$ cat src/rtl/taxi_fare_ctrl.sv
// Taxi meter core: debounced hire/stop button, wheel-pulse odometer, distance and waiting fare.
// Latency: wheel pin edge reaches dist_m on the 3rd clock edge; button press acts DEB_CYC+3 edges after pin settles.
// Backpressure: none; free-running inputs, every output is a register updated each cycle.
//
// Ports:
//   sys_clk, sys_rst       clock and synchronous active-high reset
//   pulse_port, stat_port  raw asynchronous wheel pulse and hire/stop button
//   price                  fare in 0.01 yuan, saturating at PRICE_MAX
//   dist_m                 trip distance in metres, saturating at 65535
//   point, seg_en, sign    display controls (two decimals while shown, sign always 0)
//   stat_led, dist_led     hired indicator and 100 m toggle
module taxi_fare_ctrl #(
  parameter int unsigned DEB_CYC   = 1_000_000,
  parameter int unsigned BASE_FARE = 1000,
  parameter int unsigned BASE_DIST = 3000,
  parameter int unsigned UNIT_FARE = 20,
  parameter logic [31:0] WAIT_CYC  = 32'd3_000_000_000,
  parameter int unsigned WAIT_FARE = 50,
  parameter int unsigned PRICE_MAX = 999999
) (
  input  logic        sys_clk,
  input  logic        sys_rst,
  input  logic        pulse_port,
  input  logic        stat_port,
  output logic [19:0] price,
  output logic [15:0] dist_m,
  output logic [5:0]  point,
  output logic        seg_en,
  output logic        sign,
  output logic        stat_led,
  output logic        dist_led
);

  typedef enum logic [1:0] {IDLE = 2'd0, RUN = 2'd1, STOP = 2'd2} state_t;

  localparam int                DEB_W     = (DEB_CYC > 1) ? $clog2(DEB_CYC) : 1;
  localparam logic [DEB_W-1:0]  DEB_LAST  = DEB_W'(DEB_CYC - 1);
  localparam logic [31:0]       WAIT_LAST = WAIT_CYC - 32'd1;

  state_t            state, state_nxt;
  logic              pulse_s1, pulse_s2, pulse_d;
  logic              stat_s1, stat_s2;
  logic [1:0]        sync_vld;
  logic [DEB_W-1:0]  deb_cnt;
  logic              stat_deb, stat_deb_d;
  logic              armed;
  logic              press, pulse_edge;
  logic [6:0]        sub_cnt, sub_nxt;
  logic [31:0]       wait_cnt, wait_nxt;
  logic [19:0]       price_nxt;
  logic [15:0]       dist_nxt;
  logic              dled_nxt;
  logic              dist_chg, wait_chg;
  logic [21:0]       price_sum;

  // Synchronizers, button debounce and press arming.
  // sync_vld marks when stat_s2 reflects the pin again after reset; the button
  // only becomes armed once it has been seen released, so a button held down
  // across reset release cannot produce a press.
  always_ff @(posedge sys_clk) begin
    if (sys_rst) begin
      pulse_s1   <= 1'b0;
      pulse_s2   <= 1'b0;
      pulse_d    <= 1'b0;
      stat_s1    <= 1'b0;
      stat_s2    <= 1'b0;
      sync_vld   <= 2'b00;
      deb_cnt    <= '0;
      stat_deb   <= 1'b0;
      stat_deb_d <= 1'b0;
      armed      <= 1'b0;
    end else begin
      pulse_s1   <= pulse_port;
      pulse_s2   <= pulse_s1;
      pulse_d    <= pulse_s2;
      stat_s1    <= stat_port;
      stat_s2    <= stat_s1;
      sync_vld   <= {sync_vld[0], 1'b1};
      stat_deb_d <= stat_deb;
      if (sync_vld[1] && !stat_s2) armed <= 1'b1;
      // Any cycle where the synchronized level agrees with the debounced one restarts the count.
      if (stat_s2 != stat_deb) begin
        if (deb_cnt == DEB_LAST) begin
          stat_deb <= stat_s2;
          deb_cnt  <= '0;
        end else begin
          deb_cnt <= deb_cnt + DEB_W'(1);
        end
      end else begin
        deb_cnt <= '0;
      end
    end
  end

  assign press      = stat_deb & ~stat_deb_d & armed;
  assign pulse_edge = pulse_s2 & ~pulse_d;

  // FSM state register
  always_ff @(posedge sys_clk) begin
    if (sys_rst) state <= IDLE;
    else         state <= state_nxt;
  end

  // FSM next state: each press steps IDLE -> RUN -> STOP -> IDLE
  always_comb begin
    state_nxt = state;
    if (press) begin
      case (state)
        IDLE:    state_nxt = RUN;
        RUN:     state_nxt = STOP;
        STOP:    state_nxt = IDLE;
        default: state_nxt = IDLE;
      endcase
    end
  end

  // Fare and odometer next values. A press in RUN freezes everything, so a
  // wheel pulse landing in the RUN->STOP cycle is dropped.
  always_comb begin
    price_nxt = price;
    dist_nxt  = dist_m;
    sub_nxt   = sub_cnt;
    wait_nxt  = wait_cnt;
    dled_nxt  = dist_led;
    dist_chg  = 1'b0;
    wait_chg  = 1'b0;
    price_sum = '0;
    case (state)
      IDLE: begin
        if (press) begin
          price_nxt = 20'(BASE_FARE);
          dist_nxt  = '0;
          sub_nxt   = '0;
          wait_nxt  = '0;
        end else begin
          price_nxt = '0;
          dist_nxt  = '0;
        end
      end
      RUN: begin
        if (!press) begin
          if (pulse_edge) begin
            // Wheel movement restarts the waiting interval.
            wait_nxt = '0;
            if (dist_m != 16'hFFFF) dist_nxt = dist_m + 16'd1;
            if (sub_cnt == 7'd99) begin
              sub_nxt  = '0;
              dled_nxt = ~dist_led;
              dist_chg = (32'(dist_nxt) > BASE_DIST);
            end else begin
              sub_nxt = sub_cnt + 7'd1;
            end
          end else if (wait_cnt == WAIT_LAST) begin
            wait_nxt = '0;
            wait_chg = 1'b1;
          end else begin
            wait_nxt = wait_cnt + 32'd1;
          end
          price_sum = 22'(price) + (dist_chg ? 22'(UNIT_FARE) : 22'd0)
                                 + (wait_chg ? 22'(WAIT_FARE) : 22'd0);
          price_nxt = (price_sum > 22'(PRICE_MAX)) ? 20'(PRICE_MAX) : price_sum[19:0];
        end
      end
      STOP: begin
        if (press) begin
          price_nxt = '0;
          dist_nxt  = '0;
        end
      end
      default: ;
    endcase
  end

  // Registered outputs; display controls follow the state being entered so
  // they change on the same edge as price/dist_m.
  always_ff @(posedge sys_clk) begin
    if (sys_rst) begin
      price    <= '0;
      dist_m   <= '0;
      sub_cnt  <= '0;
      wait_cnt <= '0;
      dist_led <= 1'b0;
      seg_en   <= 1'b0;
      stat_led <= 1'b0;
      point    <= '0;
      sign     <= 1'b0;
    end else begin
      price    <= price_nxt;
      dist_m   <= dist_nxt;
      sub_cnt  <= sub_nxt;
      wait_cnt <= wait_nxt;
      dist_led <= dled_nxt;
      seg_en   <= (state_nxt != IDLE);
      stat_led <= (state_nxt == RUN);
      point    <= (state_nxt != IDLE) ? 6'b000100 : 6'b000000;
      sign     <= 1'b0;
    end
  end

endmodule

$ cat config.mk
export PLATFORM = sky130hd
export DESIGN_NAME = taxi_fare_ctrl
export DESIGN_NICKNAME = d
export VERILOG_FILES = /design/src/rtl/taxi_fare_ctrl.sv
export SDC_FILE = /design/constraint.sdc
export NUM_CORES = 1
export LEC_CHECK = 0
export ABC_CLOCK_PERIOD_IN_PS = 6500
export CORE_MARGIN = 1
export CORE_UTILIZATION = 50
export CTS_CLUSTER_SIZE = 14
export DETAILED_ROUTE_END_ITERATION = 10
export PLACE_DENSITY = 0.77
export SETUP_SLACK_MARGIN = 0.1
export SLEW_MARGIN = 20
export SYNTH_ARGS = -nofsm -noshare
export SYNTH_HDL_FRONTEND = slang
export SYNTH_SLANG_ARGS = --single-unit
$ cat constraint.sdc
create_clock -name sys_clk -period 6.5 [get_ports sys_clk]
set_input_delay 1.625 -clock sys_clk [delete_from_list [all_inputs] [get_ports sys_clk]]
set_output_delay 1.625 -clock sys_clk [all_outputs]
set_load 0.1 [all_outputs]
Word level (Yosys, flattened, before mapping)
Cells that the tools add are included.
Widths: inputs -> output; s select.
- register bits: 116
- input bits: 4
- output and inout port bits: 46
- $add $sub $neg: 6
- magnitude comparators: 2
- eq/ne operators: 12
- muxes and demuxes: 37
- bitwise logic cells: 8
- reductions and logical operators: 13
- operators by type and width (cell ; number):
    $mux 32 ; 4
    $mux 16 ; 7
    $pmux 32 s2 ; 1
    $mux 20 ; 3
    $pmux 20 s3 ; 1
    $pmux 16 s3 ; 1
    $add 32x1->32 const B ; 1
    $eq 32x32->1 const B ; 1
    $mux 7 ; 4
    $add 21x6->22 ; 1
    $gt 22x20->1 const B ; 1
    $add 20x5->21 ; 1
    $add 20x1->20 const B ; 1
    $eq 20x20->1 const B ; 1
    $add 16x1->16 const B ; 1
    $gt 16x12->1 const B ; 1
    $ne 16x16->1 const B ; 1
    $pmux 7 s2 ; 1
    $reduce_and 4->1 ; 3
    $mux 10 ; 1
    $mux 1 ; 9
    $ne 2x2->1 const B ; 4
    $add 7x1->7 const B ; 1
    $eq 7x7->1 const B ; 1
    18 further kinds ; 27

Longest topological paths before layout
- depth after elaboration: 17
- depth in mapped cells: 20
- mapped depth without buffers: 18

Least setup slack after synthesis
No wires, ideal clock.
- path kind: register to register
- start point: register dist_m[0]
- end point: register price[10]
- library setup time: 0.092 ns
- arrival time: 5.400 ns
- setup slack: 1.008 ns
- cell stages (with the launch flop): 21
- period minus slack after synthesis: 5.492 ns
- path through: dfxtp_1 -> ha_1 -> nand2_1 -> nor4_1 -> nand4_1 -> clkbuf_1 -> nand3_1 -> a32oi_1 -> a311oi_1 -> o31a_1 -> ha_1 -> ha_1 -> fa_1 -> and4b_1 -> o211a_1 -> xnor2_1 -> a211oi_2 -> o41ai_4 -> buf_6 -> nand3_2 -> o32ai_2
- cells in the longest elaborated chain, start to end: 17
- RTL lines (what ; RTL line ; text):
    start, declared ; 26 ; output logic [15:0] dist_m,
    start signal, assigned ; 189 ; dist_m <= dist_nxt;
    $add 16x1->16 / $ne 16x16->1 (equally long branches) ; 145 ; if (dist_m != 16'hFFFF) dist_nxt = dist_m + 16'd1;
    $mux 16 (*) ; 145 ;
    $mux 16 (*) ; 142 ; if (pulse_edge) begin
    $mux 16 (*) ; 141 ; if (!press) begin
    $mux 16 (*) ; 128 ; case (state)
    $gt 16x12->1 (*) ; 149 ; dist_chg = (32'(dist_nxt) > BASE_DIST);
    $mux 1 (*) ; 146 ; if (sub_cnt == 7'd99) begin
    $mux 1 (*) ; 142 ;
    $mux 1 (*) ; 141 ;
    $mux 1 (*) ; 128 ;
    $mux 5 (*) ; 159 ; price_sum = 22'(price) + (dist_chg ? 22'(UNIT_FARE) : 22'd0)
    $add 20x5->21 (*) ; 159 ;
    $add 21x6->22 (*) ; 160 ; + (wait_chg ? 22'(WAIT_FARE) : 22'd0);
    $gt 22x20->1 ; 161 ; price_nxt = (price_sum > 22'(PRICE_MAX)) ? 20'(PRICE_MAX) : price_sum[19:0];
    $mux 20 (*) ; 161 ;
    $mux 20 (*) ; 141 ;
    $pmux 20 s3 (*) ; 128 ;
    end signal, assigned ; 188 ; price <= price_nxt;
    end, declared ; 25 ; output logic [19:0] price,
Mark *: on every way between the ends. The rest lies on a longest branch, timed or not. The select of a mux whose other input is x is not followed.
A chain may end at the register's enable or synchronous reset.

Worst setup path in the final report
- start point: register dist_m[0]
- end point: register price[3]
Same word-level chain as after synthesis.

==> flow_metrics.py <==
metrics = {
    "run_status": {
        "status": "complete, no violations",
    },
    "synthesis": {
        "syn_area_per_cell_um2": 8.22,
        "synthDistinctLibCells": 70,
        "yosys_register_bits": 110,
        "synth-main-ff-cell": "dfxtp_1",
        "async_flop_share": 0,
        "synth-seq-area-share": 0.380,
        "synth_area_um2": 5800,
        "yosys_warnings": 0,
        "synth_cells": 705,
        "synth_edf_count": 0,
    },
    "sta": {
        "slew_violations": 0,
        "final_hold_viol_count": 0,
        "min_period_over_period": 0.901,
        "fin_worst_skew_ns": 0.00441,
        "worst_slack_ns": 0.646,
        "worst_slew_pin_slew_ns": 1.08,
        "rsz0062_at_grt": "no",
        "min_period_ns": 5.85,
        "setup_tns_ns": 0,
        "max-slew-margin-rel": 0.278,
        "setup_viol": 0,
        "fmax_ghz": 0.171,
    },
    "detailed_routing": {
        "drcViolationCount": 0,
        "routed_wirelength_um": 13200,
        "vias_per_cell": 5.90,
        "wl_per_cell_um": 15.1,
        "drt_iter0_markers": 293,
        "drt_pass1_iterations": 4,
        "vias": 5179,
        "postRouteAntennaNets": 0,
    },
    "critical_path": {
        "cp-end-kind": "flip-flop",
        "crit_required_ns": 6.73,
        "critPathKind": "reg2reg",
        "worst_setup_path_start_kind": "flip-flop",
        "crit_path_max_fanout": 14,
        "worstPathArrival_ns": 6.08,
    },
    "pwr": {
        "p_int_mw": 1.00,
        "p_sw_mw": 0.290,
        "p_comb_frac": 0.024,
        "p_seq_frac": 0.523,
        "p_sw_frac": 0.224,
        "ir_drop_mv": 0.111,
        "power_density_nw_per_um2": 196,
        "p_leak_nw": 2.31,
        "clkPwrFrac": 0.453,
    },
    "floorplan": {
        "boundaryPins": 50,
        "dieArea_um2": 12000,
        "start_util": 0.523,
        "coreArea_um2": 11100,
        "die-width_um": 110,
        "placementRows": 38,
        "die_h_um": 110,
    },
    "final_layout": {
        "fillers": 971,
        "area_delta_synth_final_pct": 13.7,
        "nets": 754,
        "drive_above_1_share": 0.0501,
        "n_antenna_cell": 0,
        "layout_commonest_cell": "dfxtp_1",
        "final_cell_mix": "110 x dfxtp_1, 106 x nor2_1, 53 x nand2_1",
    },
    "clock_tree": {
        "holdBufCountCts": 0,
        "cts_setup_buffers": 0,
        "cts_buffers": 9,
        "clockRootBuffer": "clkbuf_16",
        "cts_max_path_buffers": 2,
        "insertion_delay_ns": 0.36,
        "cts_tree": "done",
        "cts-resized-gates": 0,
        "clkSinkCount": 110,
        "htreeDepth": 3,
        "clk_pin_slew_ns": 0.07,
    },
    "global_route": {
        "grt-ovfl-total": 0,
        "grtUsageTotal": 0.234,
        "antenna_found_initial": 0,
        "first_global_vias": 4791,
        "grt_max_degree": 43,
        "grt_pass1_wl_um": 22100,
    },
    "placed_design": {
        "place_ws_ns": 0.815,
        "place_congestion": 0.940,
        "port_buffers": 43,
        "dpl.hpwl_um": 8920,
    },
    "job": {
        "drv_cap": 0,
    },
    "worst_hold_path": {
        "hp-class": "reg2reg",
    },
}
-- worst paths after layout --
path | slack (ns) | to | startpoint | cells past startpoint
hold reg to reg | 0.44 | sync_vld[1]$_SDFF_PP0_ | sync_vld[0]$_DFF_P_ | 1
setup / recovery | 0.65 | price[3]$_SDFFE_PP0P_ | dist_m[0]$_SDFFE_PP0P_ | 18
hold / removal | 0.44 | sync_vld[1]$_SDFF_PP0_ | sync_vld[0]$_DFF_P_ | 1
setup reg to reg | 0.65 | price[3]$_SDFFE_PP0P_ | dist_m[0]$_SDFFE_PP0P_ | 18
-- sequential cells by signal (all words and copies together) (netlist names), 2 cells and up --
| name | flops |
|---|---|
| wait_cnt | 32 |
| deb_cnt | 20 |
| price | 20 |
| dist_m | 16 |
| sub_cnt | 7 |
| state | 2 |
| sync_vld | 2 |
-- metal layers --
metal,global-route usage,vias up,wire [um]
li1,-,2567,-
met1,0.306,2447,5930
met2,0.387,146,6390
met3,0.0290,19,672
met4,0.103,0,249
met5,0,-,0
-- cells by family after synthesis --
logic type,Yosys count,share of synthesized area
compound gates,129,0.147
xor+xnor,57,0.0861
fa+ha+maj,17,0.0393
buf+inv,50,0.0401
flops,110,0.380
mux,5,0.00863
other cells,1,0.000647
simple gates,336,0.298
-- power groups by stage --
stage / clock, mW / sequential, mW / combinational (mW)
finish: 0.586 / 0.677 / 0.0312
global route: 0.623 / 0.677 / 0.0330
CTS: 0.596 / 0.677 / 0.0313
detailed placement: 0 / 0.693 / 0.0311
global placement: 0 / 0.693 / 0.0308
floorplan: 0 / 0.692 / 0.0286
-- worst max-delay path: stages (launching register included) --
cell,delay (ns)
dfxtp_1,0.46
ha_1,0.27
nand2_1,0.18
nor4_1,0.48
nand4_1,0.49
nand3_1,0.20
a32oi_1,0.11
a311oi_1,0.38
o31a_1,0.20
ha_1,0.23
ha_1,0.23
fa_1,0.46
and4b_1,0.28
nor2_1,0.25
nor3b_1,0.10
o221a_2,0.28
o41ai_4,0.68
and2b_1,0.33
a31oi_1,0.11
-- cells in the mapped netlist (6+ instances only) --
| library cell | n | area, um^2 |
|---|---|---|
| nor2b_1 | 11 | 68.8 |
| clkbuf_1 | 20 | 75.1 |
| a21o_1 | 6 | 45.0 |
| nand3_1 | 35 | 175 |
| a211oi_1 | 10 | 75.1 |
| nand4_1 | 31 | 194 |
| buf_4 | 7 | 52.6 |
| a21oi_1 | 37 | 185 |
| o21ai_0 | 25 | 125 |
| ha_1 | 15 | 188 |
| nand2_1 | 53 | 199 |
| inv_1 | 14 | 52.6 |
| xor2_1 | 30 | 263 |
| xnor2_1 | 27 | 236 |
| nor2_1 | 106 | 398 |
| or3_1 | 9 | 56.3 |
| dfxtp_1 | 110 | 2200 |
| and3_1 | 17 | 106 |
| a31oi_1 | 13 | 81.3 |
| nor3_1 | 15 | 75.1 |
| nand2b_1 | 7 | 43.8 |
| and2_1 | 8 | 50.1 |
-- stage by stage --
stage                util  hold slack, ns  instances  power (mW)  area [um^2]
finish              0.595           0.437        878        1.29         6590
global route        0.595           0.455        878        1.33         6590
CTS                 0.595           0.444        878        1.30         6590
floorplan               -           0.414        710       0.721         5820
global placement    0.567           0.430        862       0.724         6280
detailed placement  0.567           0.427        862       0.724         6280
-- cell type report --
type,count,area (um^2),area share
Multi-Input combinational cell,550,3380,0.513
Sequential cell,110,2200,0.334
Timing Repair Buffer,47,460,0.0698
Clock buffer,11,253,0.0383
Tap cell,140,175,0.0266
Clock inverter,5,65.1,0.00987
Inverter,15,56.3,0.00854
No activity file was read; power rests on OpenSTA's default activity.
